==> config.mk <==
export PLATFORM = sky130hd
export DESIGN_NAME = pow_calc
export DESIGN_NICKNAME = d
export VERILOG_FILES = /design/src/rtl/pow_pkg.sv /design/src/rtl/pow_calc_mul_ovf.sv /design/src/rtl/pow_calc.sv
export SDC_FILE = /design/constraint.sdc
export NUM_CORES = 1
export LEC_CHECK = 0
export ABC_AREA = 1
export BUFFER_PORTS_ARGS = -buffer_cell sky130_fd_sc_hd__buf_2
export CAP_MARGIN = 20
export CORE_ASPECT_RATIO = 1.25
export CORE_UTILIZATION = 44
export CTS_CLUSTER_DIAMETER = 150
export CTS_CLUSTER_SIZE = 12
export DETAILED_ROUTE_END_ITERATION = 16
export GPL_ROUTABILITY_DRIVEN = 0
export PLACE_DENSITY = 0.61
export SLEW_MARGIN = 15
export SYNTH_ARGS = -nofsm -noshare
export SYNTH_HDL_FRONTEND = slang
export SYNTH_HIERARCHICAL = 1
export SYNTH_SLANG_ARGS = --single-unit
==> constraint.sdc <==
create_clock -name clk -period 14.9 [get_ports clk]
set_input_delay 0.745 -clock clk [delete_from_list [all_inputs] [get_ports clk]]
set_output_delay 0.745 -clock clk [all_outputs]
set_load 0.02 [all_outputs]
==> src/rtl/pow_pkg.sv <==
// Shared types and defaults for the iterative exponentiation unit.
package pow_pkg;

  localparam int DEFAULT_WIDTH = 16;

  typedef enum logic [1:0] {
    ST_IDLE = 2'd0,
    ST_CALC = 2'd1,
    ST_FIN  = 2'd2
  } state_e;

endpackage

==> src/rtl/pow_calc_mul_ovf.sv <==
// Full-width multiply split into the low word and a flag for any nonzero high bits.
module mul_ovf #(
  parameter int WIDTH = 16
) (
  input  logic [WIDTH-1:0] a,
  input  logic [WIDTH-1:0] b,
  output logic [WIDTH-1:0] low,
  output logic             ovf
);

  logic [2*WIDTH-1:0] w_prod;

  assign w_prod = {{WIDTH{1'b0}}, a} * {{WIDTH{1'b0}}, b};
  assign low    = w_prod[WIDTH-1:0];
  assign ovf    = |w_prod[2*WIDTH-1:WIDTH];

endmodule

==> src/rtl/pow_calc.sv <==
// LSB-first square-and-multiply exponentiation, one exponent bit per cycle.
// Handshake: start is only sampled in IDLE; done pulses for one cycle in FIN with result/overflow valid.
module pow_calc
  import pow_pkg::*;
#(
  parameter int WIDTH = DEFAULT_WIDTH
) (
  input  logic             clk,
  input  logic             rst,
  input  logic             start,
  input  logic [WIDTH-1:0] base,
  input  logic [WIDTH-1:0] exponent,
  output logic [WIDTH-1:0] result,
  output logic             overflow,
  output logic             busy,
  output logic             done,
  output logic [1:0]       o_state
);

  state_e           r_state;
  logic [WIDTH-1:0] r_acc;
  logic [WIDTH-1:0] r_b;
  logic [WIDTH-1:0] r_e;
  logic             r_bovf;
  logic             r_ovf;

  logic [WIDTH-1:0] w_acc_low;
  logic             w_acc_ovf;
  logic [WIDTH-1:0] w_sq_low;
  logic             w_sq_ovf;
  logic [WIDTH-1:0] w_e_next;

  mul_ovf #(.WIDTH(WIDTH)) u_mul_acc (
    .a   (r_acc),
    .b   (r_b),
    .low (w_acc_low),
    .ovf (w_acc_ovf)
  );

  mul_ovf #(.WIDTH(WIDTH)) u_mul_sq (
    .a   (r_b),
    .b   (r_b),
    .low (w_sq_low),
    .ovf (w_sq_ovf)
  );

  assign w_e_next = r_e >> 1;

  always_ff @(posedge clk or posedge rst) begin
    if (rst) begin
      r_state <= ST_IDLE;
      r_acc   <= '0;
      r_b     <= '0;
      r_e     <= '0;
      r_bovf  <= 1'b0;
      r_ovf   <= 1'b0;
    end else begin
      case (r_state)
        ST_IDLE: begin
          if (start) begin
            r_acc   <= WIDTH'(1);
            r_b     <= base;
            r_e     <= exponent;
            r_bovf  <= 1'b0;
            r_ovf   <= 1'b0;
            r_state <= (exponent == '0) ? ST_FIN : ST_CALC;
          end
        end
        ST_CALC: begin
          // A pending base overflow only matters once that power is multiplied in.
          if (r_e[0]) begin
            r_acc <= w_acc_low;
            r_ovf <= r_ovf | w_acc_ovf | r_bovf;
          end
          if (w_e_next != '0) begin
            r_b    <= w_sq_low;
            r_bovf <= r_bovf | w_sq_ovf;
          end
          r_e <= w_e_next;
          if (w_e_next == '0) begin
            r_state <= ST_FIN;
          end
        end
        ST_FIN:  r_state <= ST_IDLE;
        default: r_state <= ST_IDLE;
      endcase
    end
  end

  assign result   = r_acc;
  assign overflow = r_ovf;
  assign busy     = (r_state == ST_CALC) || (r_state == ST_FIN);
  assign done     = (r_state == ST_FIN);
  assign o_state  = r_state;

endmodule

==> out/qor.txt <==
detailed-route DRC error count -> 0
Syn Area/Cell -> 7.06 um^2
FF-to-FF Start -> r_b[10]
Core Area -> 47,500 um^2
CTS buffer count -> 5
Async S/R FF share, synth -> 100%
top post-synthesis cells by count -> nand2_1, inv_1, fa_1
area grow syn2layout -> 3.84%
Mapped Area -> 21,300 um^2
HPWL Detailed -> 42,400 um
gr usage total -> 23.2%
Die Width -> 199 um
clock buffer depth -> 2
top-area cell type share of the netlist area -> 36.4%
slowest cell delay on critical path -> 0.84 ns
Die Ht -> 248 um
Reg area -> 1300 um^2
diode count -> 0
#FFs+latches synth -> 52
fillers -> 4,872
worst hold path type -> register to register
Routed WL per cell -> 15.0 um
Max-cap violations -> 0
total clock sinks -> 52
Slowest-stage cell, CP -> dfrtp_1
hold path depth -> 2
Syn Nets -> 3,653
R2R cell count -> 28
crit end category -> register
final WL -> 54,000 um
synth warn -> 6
initial core utilization -> 44.8%
most common cell in the netlist -> nand2_1
Clock transition at path regs -> 0.09 ns
area of the multi-input gates -> 16,500 um^2
min-delay src -> o_state[0]
post-cts resize count -> 0
EDFF count, synth -> 0
largest net degree at the start of global routing -> 53
Final Max Tran Viols -> 0
Setup TNS -> 0 ns
CP max FO -> 33
# rows -> 89
Tcrit/Tclk final -> 45.4%
GR Overflow Total -> 0
nets@finish -> 3,589
Port Buffer Count -> 55
Root Driver -> clkbuf_16
placed inst area -> 22,000 um^2
H-tree level count -> 2
Slew HR -> 26.9%
antenna viol nets, final -> 0
layout cell share with drive strength beyond 1 -> 4.74%
Worst-Skew Late Latency -> 0.31 ns
Critical Path RT -> 15.11 ns
CTS tree -> built
die area -> 49,300 um^2
Yosys cell types -> 34
startpoint class of the critical path -> register
critical path class -> register to register
worst-margin pin slew -> 1.10 ns
DR iter-0 viols -> 959
unrepaired setup endpoints after global routing -> no
DRT Pass-1 Iters -> 5
CP most frequent cell -> nand2_1
number of global-route vias before repair -> 19,000
worst endpoint data arrival time -> 6.97 ns
Setup Viol. Count Final -> 0
Vias/cell -> 4.88
first-pass GRT wire length -> 91,900 um
skew final -> 0.0194 ns
Hold EP -> o_state[0]
fin area -> 22,100 um^2
largest area contributor in the synthesized netlist -> fa_1
R2R setup slack -> 8.13 ns
R2R Path End -> r_bovf
post-synthesis sequential area ratio -> 6.11%
I/O Pins -> 56
status -> complete, no violations
top cells by area, synth -> fa_1, nand2_1, inv_1
initial antenna violation count -> 0
hold buffers post-CTS -> 0
final hold violations -> 0
fmax -> 0.148 GHz
post-CTS setup buffer count -> 0
min cycle time layout -> 6.77 ns
Mapped Cells -> 3,019
Vias -> 17,600
top_reg_cell synth -> dfrtp_1
## registers in the layout, indices dropped and copies added, names as in the netlist
| register | count |
|---|---|
| result | 16 |
| r_b | 16 |
| o_state | 2 |
| overflow | 1 |
| r_bovf | 1 |
| r_e | 16 |
## worst max-delay path: cells and delay by family (launching register included)
kind                     cells  cell delay, ns
adder cells (fa/ha/maj)      7            3.42
AND/OR/NAND/NOR             14            1.35
flip-flops                   1            0.84
buffers and inverters        6            0.80
AO/OA/AOI/OAI                1            0.23
## worst max-delay path by stage
stage	start	to	slack, ns	cells after the start
CTS	r_b[10]	r_bovf	8.20	28
floorplan	result[15]	overflow	9.09	28
finish	r_b[10]	r_bovf	8.13	28
detailed placement	r_b[10]	r_bovf	8.24	28
global route	r_b[10]	r_bovf	7.77	28
global placement	r_b[10]	r_bovf	8.23	28
## cell families after synthesis
logic type               after synthesis  synth area share, %
flip-flops                            52                 6.11
AO/OA/AOI/OAI                         77                 2.08
XOR/XNOR                              33                 1.36
AND/OR/NAND/NOR                     1317                 25.0
adder cells (fa/ha/maj)              599                 48.8
buffers and inverters                941                 16.6
## layout make-up
class	instances	area share, %
Timing Repair Buffer	72	1.82
Inverter	798	13.5
Tap cell	637	3.60
Clock inverter	2	0.175
Multi-Input combinational cell	2026	74.4
Sequential cell	52	5.89
Clock buffer	6	0.582
## cell usage in the layout (no fill, tap or decap), types with 2 or more instances in the layout
master / n
nand2_1: 1074
inv_1: 795
fa_1: 388
ha_1: 211
nor2_1: 90
nand3_1: 77
buf_2: 55
dfrtp_1: 50
a21oi_1: 35
xor2_1: 23
nor2_2: 22
o21ai_0: 19
buf_4: 17
nand2_2: 16
nand4_1: 14
o211ai_1: 12
nand3_2: 10
xnor2_1: 10
and2_1: 6
clkbuf_16: 5
inv_2: 3
o21a_1: 2
a31oi_1: 2
dfrtp_2: 2
nand3b_4: 2
a21o_1: 2
o21bai_1: 2
nor2_4: 2
## stage by stage
stage | setup slack, ns | util (%) | cells | hold WS, ns
6_report | 8.13 | 46.5 | 3593 | 0.541
4_1_cts | 8.20 | 46.5 | 3593 | 0.546
3_3_place_gp | 8.23 | 46.2 | 3585 | 0.520
3_5_place_dp | 8.24 | 46.2 | 3585 | 0.527
2_1_floorplan | 9.09 | - | 3019 | 0.499
5_1_grt | 7.77 | 46.5 | 3593 | 0.573
## layer usage
metal / GRT usage (%) / part of all wire [%]
met1: 27.6 / 41
met3: 1.25 / 3.1
met5: 0 / 0
met2: 44.0 / 53
met4: 7.99 / 3.2
Power is left out: the tool's default activity adds up to more than one toggle a clock period on the data nets, which glitch-free logic cannot reach.
